File: config.mk
export PLATFORM = sky130hd
export DESIGN_NAME = seven_seg_scan_decoder
export DESIGN_NICKNAME = d
export VERILOG_FILES = /design/src/rtl/seven_seg_pkg.sv /design/src/rtl/seven_seg_to_bin.sv /design/src/rtl/seven_seg_scan_decoder.sv
export SDC_FILE = /design/constraint.sdc
export NUM_CORES = 1
export LEC_CHECK = 0
export BUFFER_PORTS_ARGS = -buffer_cell sky130_fd_sc_hd__buf_2
export CORE_AREA = 2 2 113 115
export CTS_BUF_LIST = sky130_fd_sc_hd__clkbuf_16
export DETAILED_ROUTE_END_ITERATION = 12
export DIE_AREA = 0 0 115 117
export GPL_TIMING_DRIVEN = 0
export HOLD_SLACK_MARGIN = 0.05
export PLACE_DENSITY = 0.72
export SLEW_MARGIN = 25
export SYNTH_ARGS = -nofsm -noshare
export SYNTH_HDL_FRONTEND = slang
export SYNTH_HIERARCHICAL = 1
export SYNTH_SLANG_ARGS = --single-unit
File: constraint.sdc
create_clock -name clk_in -period 3.1 [get_ports clk_in]
set_input_delay 0.465 -clock clk_in [delete_from_list [all_inputs] [get_ports clk_in]]
set_output_delay 0.465 -clock clk_in [all_outputs]
set_load 0.005 [all_outputs]
File: src/rtl/seven_seg_pkg.sv
// Shared constants for the seven-segment display path: digit count, segment bit order and the
// hex glyph table used by both the encoder and the scan decoder.
package seven_seg_pkg;

  localparam int unsigned NUM_DIGITS = 8;
  localparam int unsigned NUM_SEGS   = 7;
  localparam int unsigned NUM_GLYPHS = 16;

  localparam int unsigned SEG_A = 0;
  localparam int unsigned SEG_B = 1;
  localparam int unsigned SEG_C = 2;
  localparam int unsigned SEG_D = 3;
  localparam int unsigned SEG_E = 4;
  localparam int unsigned SEG_F = 5;
  localparam int unsigned SEG_G = 6;

  // Active-high gfedcba patterns for 0..F.
  localparam logic [NUM_SEGS-1:0] GLYPH_TABLE [NUM_GLYPHS] = '{
    7'h3F, 7'h06, 7'h5B, 7'h4F, 7'h66, 7'h6D, 7'h7D, 7'h07,
    7'h7F, 7'h6F, 7'h77, 7'h7C, 7'h39, 7'h5E, 7'h79, 7'h71
  };

  function automatic logic is_one_hot(input logic [NUM_DIGITS-1:0] v);
    return (v != '0) && ((v & (v - 1'b1)) == '0);
  endfunction

endpackage

File: src/rtl/seven_seg_to_bin.sv
// Combinational inverse of the glyph encoder: maps an active-high segment pattern back to a
// nibble and flags whether the pattern is a legal glyph.
module seven_seg_to_bin
  import seven_seg_pkg::*;
(
  input  logic [NUM_SEGS-1:0] i_seg,
  output logic                o_hit,
  output logic [3:0]          o_nibble
);

  always_comb begin
    o_hit    = 1'b0;
    o_nibble = '0;
    for (int unsigned g = 0; g < NUM_GLYPHS; g++) begin
      if (i_seg == GLYPH_TABLE[g]) begin
        o_hit    = 1'b1;
        o_nibble = 4'(g);
      end
    end
  end

endmodule

File: src/rtl/seven_seg_scan_decoder.sv
// Receive side of the scanned seven-segment bus: synchronizes the pins, waits for each digit to
// settle, decodes it and publishes the 32-bit value once all eight digits have been seen.
module seven_seg_scan_decoder
  import seven_seg_pkg::*;
#(
  parameter int unsigned SETTLE_CYCLES = 16,
  parameter int unsigned FRAME_TIMEOUT = 2_000_000
) (
  input  logic                    clk_in,
  input  logic                    rst_in,
  input  logic [NUM_SEGS-1:0]     cat_in,
  input  logic [NUM_DIGITS-1:0]   an_in,
  output logic [4*NUM_DIGITS-1:0] val_out,
  output logic                    valid_out,
  output logic                    digit_err_out,
  output logic                    timeout_out
);

  localparam int unsigned TO_W = $clog2(FRAME_TIMEOUT);
  localparam int unsigned PAT_W = NUM_DIGITS + NUM_SEGS;
  localparam logic [7:0] SETTLE_MAX = 8'(SETTLE_CYCLES);
  localparam logic [7:0] SETTLE_HIT = 8'(SETTLE_CYCLES - 1);
  localparam logic [TO_W-1:0] TO_LAST = TO_W'(FRAME_TIMEOUT - 1);

  logic [NUM_SEGS-1:0]     r_cat_meta, r_cat_sync;
  logic [NUM_DIGITS-1:0]   r_an_meta, r_an_sync;
  logic [PAT_W-1:0]        r_prev;
  logic [7:0]              r_stab;
  logic [4*NUM_DIGITS-1:0] r_shadow;
  logic [NUM_DIGITS-1:0]   r_mask;
  logic [TO_W-1:0]         r_to;
  logic [4*NUM_DIGITS-1:0] r_val;
  logic                    r_valid, r_err, r_timeout;

  logic [NUM_SEGS-1:0]     w_seg;
  logic [NUM_DIGITS-1:0]   w_an;
  logic [PAT_W-1:0]        w_cur;
  logic                    w_match, w_sample, w_one_hot;
  logic [2:0]              w_idx;
  logic                    w_hit;
  logic [3:0]              w_nibble;
  logic                    w_accept, w_reject, w_complete, w_timeout;
  logic [4*NUM_DIGITS-1:0] w_shadow_nxt;
  logic [NUM_DIGITS-1:0]   w_mask_nxt;

  assign w_seg   = ~r_cat_sync;
  assign w_an    = ~r_an_sync;
  assign w_cur   = {w_an, w_seg};
  assign w_match = (w_cur == r_prev);
  // Fires only on the counter's SETTLE_CYCLES-1 -> SETTLE_CYCLES step, once per stable period.
  assign w_sample  = w_match && (r_stab == SETTLE_HIT);
  assign w_one_hot = is_one_hot(w_an);

  always_comb begin
    w_idx = '0;
    for (int unsigned i = 0; i < NUM_DIGITS; i++) begin
      if (w_an[i]) w_idx = 3'(i);
    end
  end

  seven_seg_to_bin u_to_bin (
    .i_seg    (w_seg),
    .o_hit    (w_hit),
    .o_nibble (w_nibble)
  );

  assign w_accept = w_sample && w_one_hot && w_hit;
  assign w_reject = w_sample && (w_an != '0) && !(w_one_hot && w_hit);

  always_comb begin
    w_shadow_nxt = r_shadow;
    w_mask_nxt   = r_mask;
    if (w_accept) begin
      w_shadow_nxt[{w_idx, 2'b00} +: 4] = w_nibble;
      w_mask_nxt[w_idx]                 = 1'b1;
    end
  end

  assign w_complete = w_accept && (w_mask_nxt == '1);
  assign w_timeout  = !w_complete && (r_to == TO_LAST);

  always_ff @(posedge clk_in or negedge rst_in) begin
    if (!rst_in) begin
      r_cat_meta <= '0;
      r_cat_sync <= '0;
      r_an_meta  <= '0;
      r_an_sync  <= '0;
      r_prev     <= '0;
      r_stab     <= '0;
      r_shadow   <= '0;
      r_mask     <= '0;
      r_to       <= '0;
      r_val      <= '0;
      r_valid    <= 1'b0;
      r_err      <= 1'b0;
      r_timeout  <= 1'b0;
    end else begin
      r_cat_meta <= cat_in;
      r_cat_sync <= r_cat_meta;
      r_an_meta  <= an_in;
      r_an_sync  <= r_an_meta;
      r_prev     <= w_cur;

      if (!w_match)                 r_stab <= '0;
      else if (r_stab != SETTLE_MAX) r_stab <= r_stab + 8'd1;

      r_shadow <= w_shadow_nxt;
      r_mask   <= (w_complete || w_timeout) ? '0 : w_mask_nxt;

      if (w_complete || w_timeout) r_to <= '0;
      else                         r_to <= r_to + 1'b1;

      if (w_complete) r_val <= w_shadow_nxt;
      r_valid   <= w_complete;
      r_err     <= w_reject;
      r_timeout <= w_timeout;
    end
  end

  assign val_out       = r_val;
  assign valid_out     = r_valid;
  assign digit_err_out = r_err;
  assign timeout_out   = r_timeout;

endmodule

==> Implementation_results.wiki, run 1 <==
{| class="wikitable"
! Metric !! Value
|-
| Antenna diode instance count || 0
|-
| Most frequent cells after synthesis || sky130_fd_sc_hd__dfrtp_1, sky130_fd_sc_hd__mux2_2, sky130_fd_sc_hd__nor2_1, sky130_fd_sc_hd__inv_1
|-
| Pins Over Slew Limit || 0
|-
| Post-layout util || 69.41%
|-
| Status || finished with violations
|-
| Core area || 12310 µm²
|-
| Share of synthesized cell area in full adder, half adder and majority cells || 0.9588%
|-
| Max-cap violation count || 0
|-
| Longest individual stage delay on the worst path || 560 ps
|-
| Post-Place Cell Area || 7057 µm²
|-
| Dominant cell type by area after synthesis || sky130_fd_sc_hd__dfrtp_1
|-
| Violated checks || setup timing
|-
| Starting DRT DRC Count || 331
|-
| Unrepaired setup endpoints after global routing || true
|-
| Critical path fanouts, max || 6
|-
| Worst Max-Slew Pin Slew || 801.1 ps
|-
| Count of unique library cells instantiated by Yosys || 61
|-
| Fraction of registers with async set/reset || 100.0%
|-
| Share of synthesized area spent on multiplexers || 11.54%
|-
| Number of buffers created by CTS || 17
|-
| IO buf count || 51
|-
| Buffer and inverter count on the worst path || 0
|-
| Height of the die || 117 µm
|-
| Final #Nets || 666
|-
| Antenna violations before repair || 0
|-
| Number of global-route vias before repair || 4629
|-
| ANT nets after route || 0
|-
| GRT Util Overall || 22.03%
|-
| Launch point of the worst reg-to-reg path || r_an_sync[1]$_DFF_PN0_
|-
| Launching element type of the critical path || register
|-
| Cell with the most instances after synthesis || sky130_fd_sc_hd__dfrtp_1
|-
| Setup slack after layout || -69.38 ps
|-
| Sequential element share of the synthesized area || 57.14%
|-
| Global-route wire length before repair || 22.65 mm
|-
| Fraction of final layout cells with drive strength greater than 1 || 40.64%
|-
| Routed vias/inst || 5.710
|-
| Synth top area cells || sky130_fd_sc_hd__dfrtp_1, sky130_fd_sc_hd__mux2_2, sky130_fd_sc_hd__xnor2_1, sky130_fd_sc_hd__xor2_1, sky130_fd_sc_hd__nor2_1
|-
| Sinks on Clock Net || 149
|-
| Mapped Area || 6525 µm²
|-
| Kind of path behind the tightest hold check || in -> reg
|-
| Largest clock skew in the final design || 15.16 ps
|-
| Arrival time at the worst endpoint || 3480 ps
|-
| Post-route design area || 8546 µm²
|-
| Drt total wl || 15.19 mm
|-
| Kind of critical path || reg -> reg
|-
| Largest buffer count on any clock path || 2
|-
| Critical Path Sink Type || register
|-
| Sum of internal, switching and leakage power || 0.004303 W
|-
| H-tree depth || 4
|-
| Clock period minus final worst setup slack || 3169 ps
|-
| Post-synthesis share of cell area spent on and, or, nand and nor gates || 12.94%
|-
| Worst setup path start || r_an_sync[1]$_DFF_PN0_
|-
| Total half-perimeter wirelength after legalization and detailed placement || 8.601 mm
|-
| Critical path's slowest cell || sky130_fd_sc_hd__or4b_4
|-
| Synthesis-to-layout area growth || 30.97%
|-
| Cells along the critical path || nand2b_4 > a21oi_4 > nor2_4 > ha_4 > ha_4 > or4b_4 > nor4_4 > o2111ai_4 > mux2_4 > mux2_4
|-
| Worst supply voltage drop on vdd || 0.5691 mV
|-
| EDFF count, synth || 0
|-
| Detailed-route wire length per cell || 18.82 µm
|-
| Data required time at the worst endpoint || 3410 ps
|-
| Routability congestion estimate || 0.9428
|-
| Maximum frequency from static timing analysis || 315.5 MHz
|-
| Final global-route overflow total || 0
|-
| Die width || 115 µm
|-
| Crit path max-delay family || simple AND/OR/NAND/NOR gates
|-
| Clock Root Buffer || sky130_fd_sc_hd__clkbuf_16
|-
| Flop and latch count out of synthesis || 149
|-
| Worst rel slew slack || 46.42%
|-
| Clock Latency Late Sink || 430 ps
|-
| Share of the synthesized netlist area taken by xor and xnor gates || 5.772%
|-
| Post-Synthesis Net Count || 552
|-
| Static Leakage || 4.010 nW
|-
| Number of warnings issued by yosys || 6
|-
| Primary FF master, synth || sky130_fd_sc_hd__dfrtp_1
|-
| Average cell area after synthesis || 12.31 µm²
|-
| Main combinational cell family by area after synthesis || simple AND/OR/NAND/NOR gates
|-
| Syn Inst Count || 530
|-
| Area share of the leading cell type in the synthesized netlist || 57.14%
|-
| Worst slack on hold paths || 146.0 ps
|-
| Placement row count || 41
|-
| Clock tree from TritonCTS || yes
|-
| Endpoints failing hold || 0
|-
| Clock slew at reported path FFs || 60 ps
|-
| Effective utilization at floorplan || 53.00%
|-
| Detailed Routing Iterations Pass 1 || 5
|-
| Period Utilization, post-route || 102.2%
|-
| Final setup fails || 30
|-
| Critical hold path startpoint || an_in[6]
|-
| Synth Area in Compound Gates || 6.999%
|-
| Die ar. || 13460 µm²
|-
| Final routed DRC violation total || 0
|-
| Via count of the routed design || 4608
|-
| Io pins || 52
|-
| Largest net degree at the start of global routing || 78
|-
| Pwr/cell area || 503.5 nW/µm²
|}
==> through the flow <==
step	setup TNS, ps	setup slack, ps	std cells
after detailed placement	-22430	-538.4	732
after global routing	-5082	-131.8	807
final	-386.4	-69.38	807
after global placement	-74920	-467.0	731
after floorplan	-239.9	-9.352	530
after CTS	-1021	-68.40	787
==> layout by cell type, fill, tap and decap left out, types with 20 or more instances in the layout <==
master / synthesis / routed
sky130_fd_sc_hd__buf_4: 6 / 37
sky130_fd_sc_hd__nand2_1: 24 / 22
sky130_fd_sc_hd__dfrtp_1: 149 / 147
sky130_fd_sc_hd__clkbuf_16: 0 / 20
sky130_fd_sc_hd__nor2_1: 42 / 30
sky130_fd_sc_hd__inv_1: 34 / 30
sky130_fd_sc_hd__mux2_2: 62 / 32
sky130_fd_sc_hd__buf_2: 5 / 51
sky130_fd_sc_hd__mux2_4: 3 / 33
sky130_fd_sc_hd__xnor2_1: 24 / 24
==> area by class of cell <==
cell class                      instances  area (µm²)
Buffer                                 20       242.7
Clock buffer                           17       425.4
Clock inverter                         15       172.7
Fill cell                             792        3766
Inverter                               34       130.1
Multi-Input combinational cell        326        2920
Sequential cell                       149        3731
Tap cell                              150       187.7
Timing Repair Buffer                   96       735.7
==> layer usage <==
layer / GRT usage (%) / vias to the layer above / part of all wire, %
li1: - / 2086 / -
met5: 0 / - / 0
met1: 26.97 / 2333 / 41
met3: 6.643 / 42 / 4.8
met4: 10.44 / 0 / 3.1
met2: 36.12 / 147 / 52
==> timing repair <==
item / 4_1_cts / 5_1_grt
pin swaps: 11 / 13
setup endpoints to repair: 93 / 62
setup buffers: 20 / 18
cloned: 3 / 3
resized for setup: 44 / 68
hold buffers: 1 / 0
hold endpoints to repair: 72 / 0
==> where the power goes <==
group / total [W] / leakage [nW] / switching [W] / internal (W)
combinational: 0.000240 / 1.76 / 0.000149 / 0.0000912
clock: 0.00207 / 0.291 / 0.000861 / 0.00121
sequential: 0.00199 / 1.96 / 0.0000172 / 0.00197
==> state kept, by name, indices dropped and copies added, names as in the netlist, 7 cells and up <==
register,count
r_mask,8
r_cat_sync,7
r_cat_meta,7
r_shadow,32
r_prev,15
r_to,21
r_an_sync,8
r_an_meta,8
r_stab,8
val_out,32
==> kinds of logic (layout without fill, tap and decap cells) <==
logic type,Yosys count,count (layout)
buffers and inverters,55,182
AO/OA/AOI/OAI,62,62
AND/OR/NAND/NOR,150,150
XOR/XNOR,43,43
flip-flops,149,149
adder cells (fa/ha/maj),5,5
multiplexers,66,66
==> final timing paths <==
check                                          endpoint  slack (ps)  depth (start not counted)
worst max-delay path             val_out[0]$_DFFE_PN0P_         -70                         10
min in group asynchronous             r_to[9]$_DFF_PN0_         590                          2
worst max register to register   val_out[0]$_DFFE_PN0P_         -70                         10
worst min-delay path             r_an_meta[6]$_DFF_PN0_         150                          1
max in group asynchronous       r_cat_sync[4]$_DFF_PN0_        1760                          3
worst min register to register   r_an_sync[4]$_DFF_PN0_         350                          0
No activity file was read; power rests on OpenSTA's default activity.
==> inputs of run 2 (changes only) <==
- CAP_MARGIN: not set -> 20
- GPL_TIMING_DRIVEN: 0 -> not set
==> run 2 against run 1 <==
Against the previous run:
- the run still ends with setup timing left
- worst setup slack better by 33 ps
- sequential power about the same
- sequential cell count unchanged
- die area stayed put
- highest routed layer unchanged
- wire length decreased by 9.8%
- final cell count increased by 0.12%
- power decreased by 1.9%
- via count decreased by 4.1%
==> Implementation_results.wiki, run 2 (synthesis results as in run 1) <==
{| class="wikitable"
! Metric !! Value
|-
| Status || finished with violations
|-
| Violated checks || setup timing
|-
| Unrepaired setup endpoints after global routing || true
|-
| Flop-to-flop setup slack || -40 ps
|-
| Sinks on Clock Net || 149
|-
| Pins Over Slew Limit || 0
|-
| Post-Place Cell Area || 7236 µm²
|-
| Buffer and inverter count on the worst path || 4
|-
| Clock Latency Late Sink || 430 ps
|-
| Final setup fails || 23
|-
| Starting DRT DRC Count || 274
|-
| Pwr/cell area || 518.8 nW/µm²
|-
| Detailed-route wire length per cell || 16.97 µm
|-
| Max-cap violation count || 0
|-
| Critical path's slowest cell || sky130_fd_sc_hd__dfrtp_1
|-
| Final global-route overflow total || 0
|-
| Detailed Routing Iterations Pass 1 || 4
|-
| H-tree depth || 4
|-
| Net load switching power || 0.0009757 W
|-
| Longest individual stage delay on the worst path || 400 ps
|-
| Height of the die || 117 µm
|-
| Final #Nets || 667
|-
| Clock slew at reported path FFs || 60 ps
|-
| Number of hold buffers added after CTS || 0
|-
| Period Utilization, post-route || 101.2%
|-
| Core area || 12310 µm²
|-
| Filler cells || 875
|-
| Maximum frequency from static timing analysis || 318.8 MHz
|-
| Cells along the critical path || inv_2 > or3b_1 > a211o_1 > a21boi_4 > o2111ai_2 > o21ai_2 > nor4_4 > buf_4 > o211ai_4 > nor3b_4 > buf_6 > clkbuf_16 > mux2_4
|-
| Largest net degree at the start of global routing || 86
|-
| Die ar. || 13460 µm²
|-
| Combinational group share of total power || 5.1%
|-
| Clock group share of total power || 47.7%
|-
| Critical Path Sink Type || register
|-
| IO buf count || 51
|-
| Placement row count || 41
|-
| Largest buffer count on any clock path || 2
|-
| R2r endpoint || val_out[12]$_DFFE_PN0P_
|-
| Kind of critical path || reg -> reg
|-
| Routed vias/inst || 5.469
|-
| GRT Util Overall || 21.63%
|-
| Switching power as a share of total power || 23.11%
|-
| Internal power || 0.003247 W
|-
| Highest-count cells in the layout ignoring fill and taps || sky130_fd_sc_hd__dfrtp_1, sky130_fd_sc_hd__buf_4, sky130_fd_sc_hd__buf_2
|-
| Clock Root Buffer || sky130_fd_sc_hd__clkbuf_16
|-
| Via count of the routed design || 4419
|-
| Effective utilization at floorplan || 53.00%
|-
| Final routed DRC violation total || 0
|-
| Endpoints failing hold || 0
|-
| Global-route wire length before repair || 22.25 mm
|-
| Post-route design area || 8139 µm²
|-
| Drt total wl || 13.71 mm
|-
| Clock tree from TritonCTS || yes
|-
| Number of buffers created by CTS || 17
|-
| Number of global-route vias before repair || 4438
|-
| Arrival time at the worst endpoint || 3440 ps
|-
| Pre-CTS setup slack || -13.03 ps
|-
| Antenna violations before repair || 0
|-
| Die width || 115 µm
|-
| Largest clock skew in the final design || 10.58 ps
|-
| Total half-perimeter wirelength after legalization and detailed placement || 8.784 mm
|-
| Launch point of the worst reg-to-reg path || r_cat_sync[1]$_DFF_PN0_
|-
| Worst Max-Slew Pin Slew || 757.5 ps
|-
| Critical path fanouts, max || 8
|-
| Synthesis-to-layout area growth || 24.74%
|-
| Antenna diode instance count || 0
|-
| ANT nets after route || 0
|-
| Fraction of final layout cells with drive strength greater than 1 || 35.56%
|-
| Routability congestion estimate || 0.9645
|-
| Worst rel slew slack || 49.50%
|-
| Io pins || 52
|-
| Share of power burned in registers || 47.2%
|-
| Crit path max-delay family || simple AND/OR/NAND/NOR gates
|-
| Worst supply voltage drop on vdd || 0.4977 mV
|-
| Number of cell instances on the worst register-to-register path || 13
|-
| Kind of path behind the tightest hold check || in -> async
|-
| Leading cell type in the layout, fill and taps excluded || sky130_fd_sc_hd__dfrtp_1
|-
| Data required time at the worst endpoint || 3410 ps
|-
| Clock period minus final worst setup slack || 3137 ps
|-
| Static Leakage || 3.961 nW
|-
| Launching element type of the critical path || register
|-
| Setup slack after layout || -36.56 ps
|}
## run 2: cell types whose count changed in the layout (fill, tap and decap cells not counted), moves of 4 or more
cell	delta
sky130_fd_sc_hd__mux2_2	+4
sky130_fd_sc_hd__buf_6	-8
sky130_fd_sc_hd__nor2_1	+12
sky130_fd_sc_hd__nor2_2	-9
sky130_fd_sc_hd__mux2_4	-4
sky130_fd_sc_hd__o2111ai_1	+7
sky130_fd_sc_hd__buf_4	+22
sky130_fd_sc_hd__buf_12	-6
sky130_fd_sc_hd__o2111ai_4	-5
## run 2: routing by layer
layer	vias up	global-route usage [%]	part of all wire [%]
met2	123	35.37	49
met3	26	5.561	4.4
met1	2185	27.66	44
met5	-	0	0
li1	2085	-	-
met4	0	9.157	2.1
## run 2: worst reg2reg max path, stage by stage (launching register included)
cell,delay (ps)
sky130_fd_sc_hd__dfrtp_1,400
sky130_fd_sc_hd__inv_2,90
sky130_fd_sc_hd__or3b_1,360
sky130_fd_sc_hd__a211o_1,340
sky130_fd_sc_hd__a21boi_4,160
sky130_fd_sc_hd__o2111ai_2,110
sky130_fd_sc_hd__o21ai_2,110
sky130_fd_sc_hd__nor4_4,290
sky130_fd_sc_hd__buf_4,180
sky130_fd_sc_hd__o211ai_4,90
sky130_fd_sc_hd__nor3b_4,250
sky130_fd_sc_hd__buf_6,170
sky130_fd_sc_hd__clkbuf_16,170
sky130_fd_sc_hd__mux2_4,300
## run 2: cell type report
class                           count  area, µm²  share of cell area, %
Sequential cell                   149       3729                  45.81
Multi-Input combinational cell    326       2665                  32.74
Timing Repair Buffer              117      844.6                  10.38
Clock buffer                       17      425.4                  5.227
Tap cell                          150      187.7                  2.306
Clock inverter                     15      157.7                  1.937
Inverter                           34      130.1                  1.599
## run 2: worst max path at each step
stage,startpoint,slack [ps],cells past startpoint,end
floorplan,r_cat_sync[3]$_DFF_PN0_,-9,12,val_out[11]$_DFFE_PN0P_
global placement,r_cat_sync[3]$_DFF_PN0_,50,12,val_out[26]$_DFFE_PN0P_
detailed placement,r_an_sync[6]$_DFF_PN0_,-10,10,val_out[0]$_DFFE_PN0P_
CTS,r_cat_sync[1]$_DFF_PN0_,-0.5,13,val_out[26]$_DFFE_PN0P_
global route,r_cat_sync[1]$_DFF_PN0_,-150,14,val_out[12]$_DFFE_PN0P_
finish,r_cat_sync[1]$_DFF_PN0_,-40,13,val_out[12]$_DFFE_PN0P_
## run 2: repair_timing
item                                    4_1_cts  5_1_grt
endpoints found under the setup margin       43       61
resized for setup                             7       29
buffers inserted                              3       12
pin swaps                                     1        5
cloned                                        1        2
## run 2: stage by stage
step	TNS, ps	std cells	hold WS [ps]	utilization [%]	total power (W)
floorplan	-239.9	530	169.4	-	0.002126
detailed placement	-75.20	758	334.7	58.77	0.002225
CTS	-0.4847	794	117.4	64.02	0.004243
global placement	0	758	331.6	58.77	0.002221
global route	-6774	808	122.3	66.11	0.004378
finish	-457.5	808	95.63	66.11	0.004223
## run 2: power groups by stage
stage / combinational [W] / sequential [W] / clock [W]
after floorplan: 0.000103 / 0.00202 / 0
after global placement: 0.000197 / 0.00202 / 0
after detailed placement: 0.000199 / 0.00203 / 0
after CTS: 0.000203 / 0.00199 / 0.00205
after global routing: 0.000239 / 0.00199 / 0.00215
final: 0.000215 / 0.00199 / 0.00202
==> inputs of run 3 (changes only) <==
- RECOVER_POWER: not set -> 25
- SKIP_CTS_REPAIR_TIMING: not set -> 1
==> run 3 against run 2 <==
Against the previous run:
- the flow still finishes with violations (setup timing)
- power about the same
- worst setup slack lost 72 ps
- non-clock buffer count decreased by 3
- die area unchanged
- sequential power is essentially flat
- wire length grew 1.5%
- clock power is essentially flat
- maximum frequency shrank 2.3%
- clock skew fell by 0.95 ps
- combinational power about the same
- final cell count down 0.37%
- via count is essentially flat
- critical path type unchanged
- largest cell class unchanged
==> Implementation_results.wiki, run 3 (synthesis results as in run 1) <==
{| class="wikitable"
! Metric !! Value
|-
| Period Utilization, post-route || 103.5%
|-
| Final routed DRC violation total || 0
|-
| Launching element type of the critical path || register
|-
| Max-cap violation count || 0
|-
| Largest net degree at the start of global routing || 86
|-
| Status || finished with violations
|-
| Pins Over Slew Limit || 0
|-
| Worst supply voltage drop on vdd || 0.4942 mV
|-
| Maximum frequency from static timing analysis || 311.6 MHz
|-
| Detailed-route wire length per cell || 17.29 µm
|-
| Final global-route overflow total || 0
|-
| Filler cells || 875
|-
| Kind of path behind the tightest hold check || in -> async
|-
| Starting DRT DRC Count || 246
|-
| Height of the die || 117 µm
|-
| IO buf count || 51
|-
| Effective utilization at floorplan || 53.00%
|-
| Critical Path Sink Type || register
|-
| Antenna violations before repair || 0
|-
| Critical path's slowest cell || sky130_fd_sc_hd__dfrtp_1
|-
| Violated checks || setup timing
|-
| Pwr/cell area || 522.7 nW/µm²
|-
| Number of placed instances with taps included || 758
|-
| Core area || 12310 µm²
|-
| Number of global-route vias before repair || 4384
|-
| Setup slack after layout || -109.0 ps
|-
| Placement row count || 41
|-
| Number of buffers created by CTS || 17
|-
| Reg area || 3729 µm²
|-
| Arrival time at the worst endpoint || 3520 ps
|-
| Static Leakage || 3.937 nW
|-
| Antenna diode instance count || 0
|-
| Area of the multi-input gates || 2630 µm²
|-
| Clock period minus final worst setup slack || 3209 ps
|-
| Final #Nets || 664
|-
| Synthesis-to-layout area growth || 23.74%
|-
| Io pins || 52
|-
| Worst rel slew slack || 48.83%
|-
| Worst Max-Slew Pin Slew || 767.5 ps
|-
| Data required time at the worst endpoint || 3410 ps
|-
| Total half-perimeter wirelength after legalization and detailed placement || 8.784 mm
|-
| Final standard cell count with taps included and fillers excluded || 805
|-
| H-tree depth || 4
|-
| Drt total wl || 13.92 mm
|-
| Global-route wire length before repair || 21.85 mm
|-
| Routability congestion estimate || 0.9645
|-
| Crit path max-delay family || simple AND/OR/NAND/NOR gates
|-
| Die width || 115 µm
|-
| Clock Latency Late Sink || 430 ps
|-
| Longest individual stage delay on the worst path || 400 ps
|-
| Routed vias/inst || 5.492
|-
| Largest buffer count on any clock path || 2
|-
| Highest-count cells in the layout ignoring fill and taps || sky130_fd_sc_hd__dfrtp_1, sky130_fd_sc_hd__buf_4, sky130_fd_sc_hd__buf_2
|-
| Sinks on Clock Net || 149
|-
| GRT Util Overall || 21.19%
|-
| Largest clock skew in the final design || 9.627 ps
|-
| Critical path fanouts, max || 8
|-
| Leading cell type in the layout, fill and taps excluded || sky130_fd_sc_hd__dfrtp_1
|-
| Clock Root Buffer || sky130_fd_sc_hd__clkbuf_16
|-
| Via count of the routed design || 4421
|-
| TNS Setup || -2125 ps
|-
| Clock tree from TritonCTS || yes
|-
| Clock slew at reported path FFs || 60 ps
|-
| Kind of critical path || reg -> reg
|-
| Unrepaired setup endpoints after global routing || true
|-
| Buffer and inverter count on the worst path || 4
|-
| ANT nets after route || 0
|-
| Die ar. || 13460 µm²
|-
| Cells along the critical path || inv_2 > or3b_1 > a211o_1 > a21boi_4 > o2111ai_2 > o21ai_2 > nor4_4 > buf_4 > o211ai_4 > nor3b_4 > buf_12 > clkbuf_16 > mux2_2
|-
| Detailed Routing Iterations Pass 1 || 6
|-
| Final setup fails || 31
|-
| Fraction of final layout cells with drive strength greater than 1 || 34.96%
|-
| Endpoints failing hold || 0
|}
run 3: worst register-to-register path: stages (launching register included):
cell and delay, ps:
sky130_fd_sc_hd__dfrtp_1 400, sky130_fd_sc_hd__inv_2 90, sky130_fd_sc_hd__or3b_1 360, sky130_fd_sc_hd__a211o_1 340, sky130_fd_sc_hd__a21boi_4 160, sky130_fd_sc_hd__o2111ai_2 110
sky130_fd_sc_hd__o21ai_2 110, sky130_fd_sc_hd__nor4_4 280, sky130_fd_sc_hd__buf_4 180, sky130_fd_sc_hd__o211ai_4 90, sky130_fd_sc_hd__nor3b_4 330, sky130_fd_sc_hd__buf_12 170
sky130_fd_sc_hd__clkbuf_16 160, sky130_fd_sc_hd__mux2_2 330
run 3: path summary, 6_finish.rpt:
| path | cells past startpoint | to | slack [ps] | startpoint |
|---|---|---|---|---|
| min in group clk_in | 1 | r_an_meta[2]$_DFF_PN0_ | 140 | an_in[2] |
| max reg2reg | 13 | val_out[6]$_DFFE_PN0P_ | -110 | r_cat_sync[1]$_DFF_PN0_ |
| max in group asynchronous | 2 | r_shadow[14]$_DFF_PN0_ | 2190 | rst_in |
| max | 13 | val_out[6]$_DFFE_PN0P_ | -110 | r_cat_sync[1]$_DFF_PN0_ |
| min | 1 | r_to[5]$_DFF_PN0_ | 100 | rst_in |
| min reg2reg | 0 | r_an_sync[0]$_DFF_PN0_ | 350 | r_an_meta[0]$_DFF_PN0_ |
run 3: final cells by class:
class,instances,area share (%)
Sequential cell,149,46.18
Multi-Input combinational cell,326,32.57
Timing Repair Buffer,114,10.09
Clock buffer,17,5.269
Tap cell,150,2.325
Clock inverter,15,1.953
Inverter,34,1.612
run 3: routing by layer:
layer | vias up | track usage (%) | share of wire (%)
li1 | 2080 | - | -
met1 | 2209 | 27.25 | 44
met2 | 113 | 34.43 | 50
met3 | 19 | 5.561 | 4.1
met4 | 0 | 8.916 | 1.8
met5 | - | 0 | 0
run 3: metrics by stage:
stage / instance area [µm²] / hold slack [ps] / utilization, % / total power, W / worst slack, ps
6_report: 8074 / 100.7 / 65.58 / 0.004220 / -109.0
5_1_grt: 8074 / 120.9 / 65.58 / 0.004376 / -186.6
4_1_cts: 7819 / 117.4 / 63.51 / 0.004241 / -44.32
3_5_place_dp: 7236 / 334.7 / 58.77 / 0.002225 / -13.03
3_3_place_gp: 7236 / 331.6 / 58.77 / 0.002221 / 48.93
2_1_floorplan: 6576 / 169.4 / - / 0.002126 / -9.352
run 3: report_power, final:
part	switching, W	total (W)	internal [W]	leakage, nW
registers	0.0000167	0.00199	0.00197	1.96
clock network	0.000823	0.00201	0.00119	0.289
logic	0.000135	0.000215	0.0000797	1.68
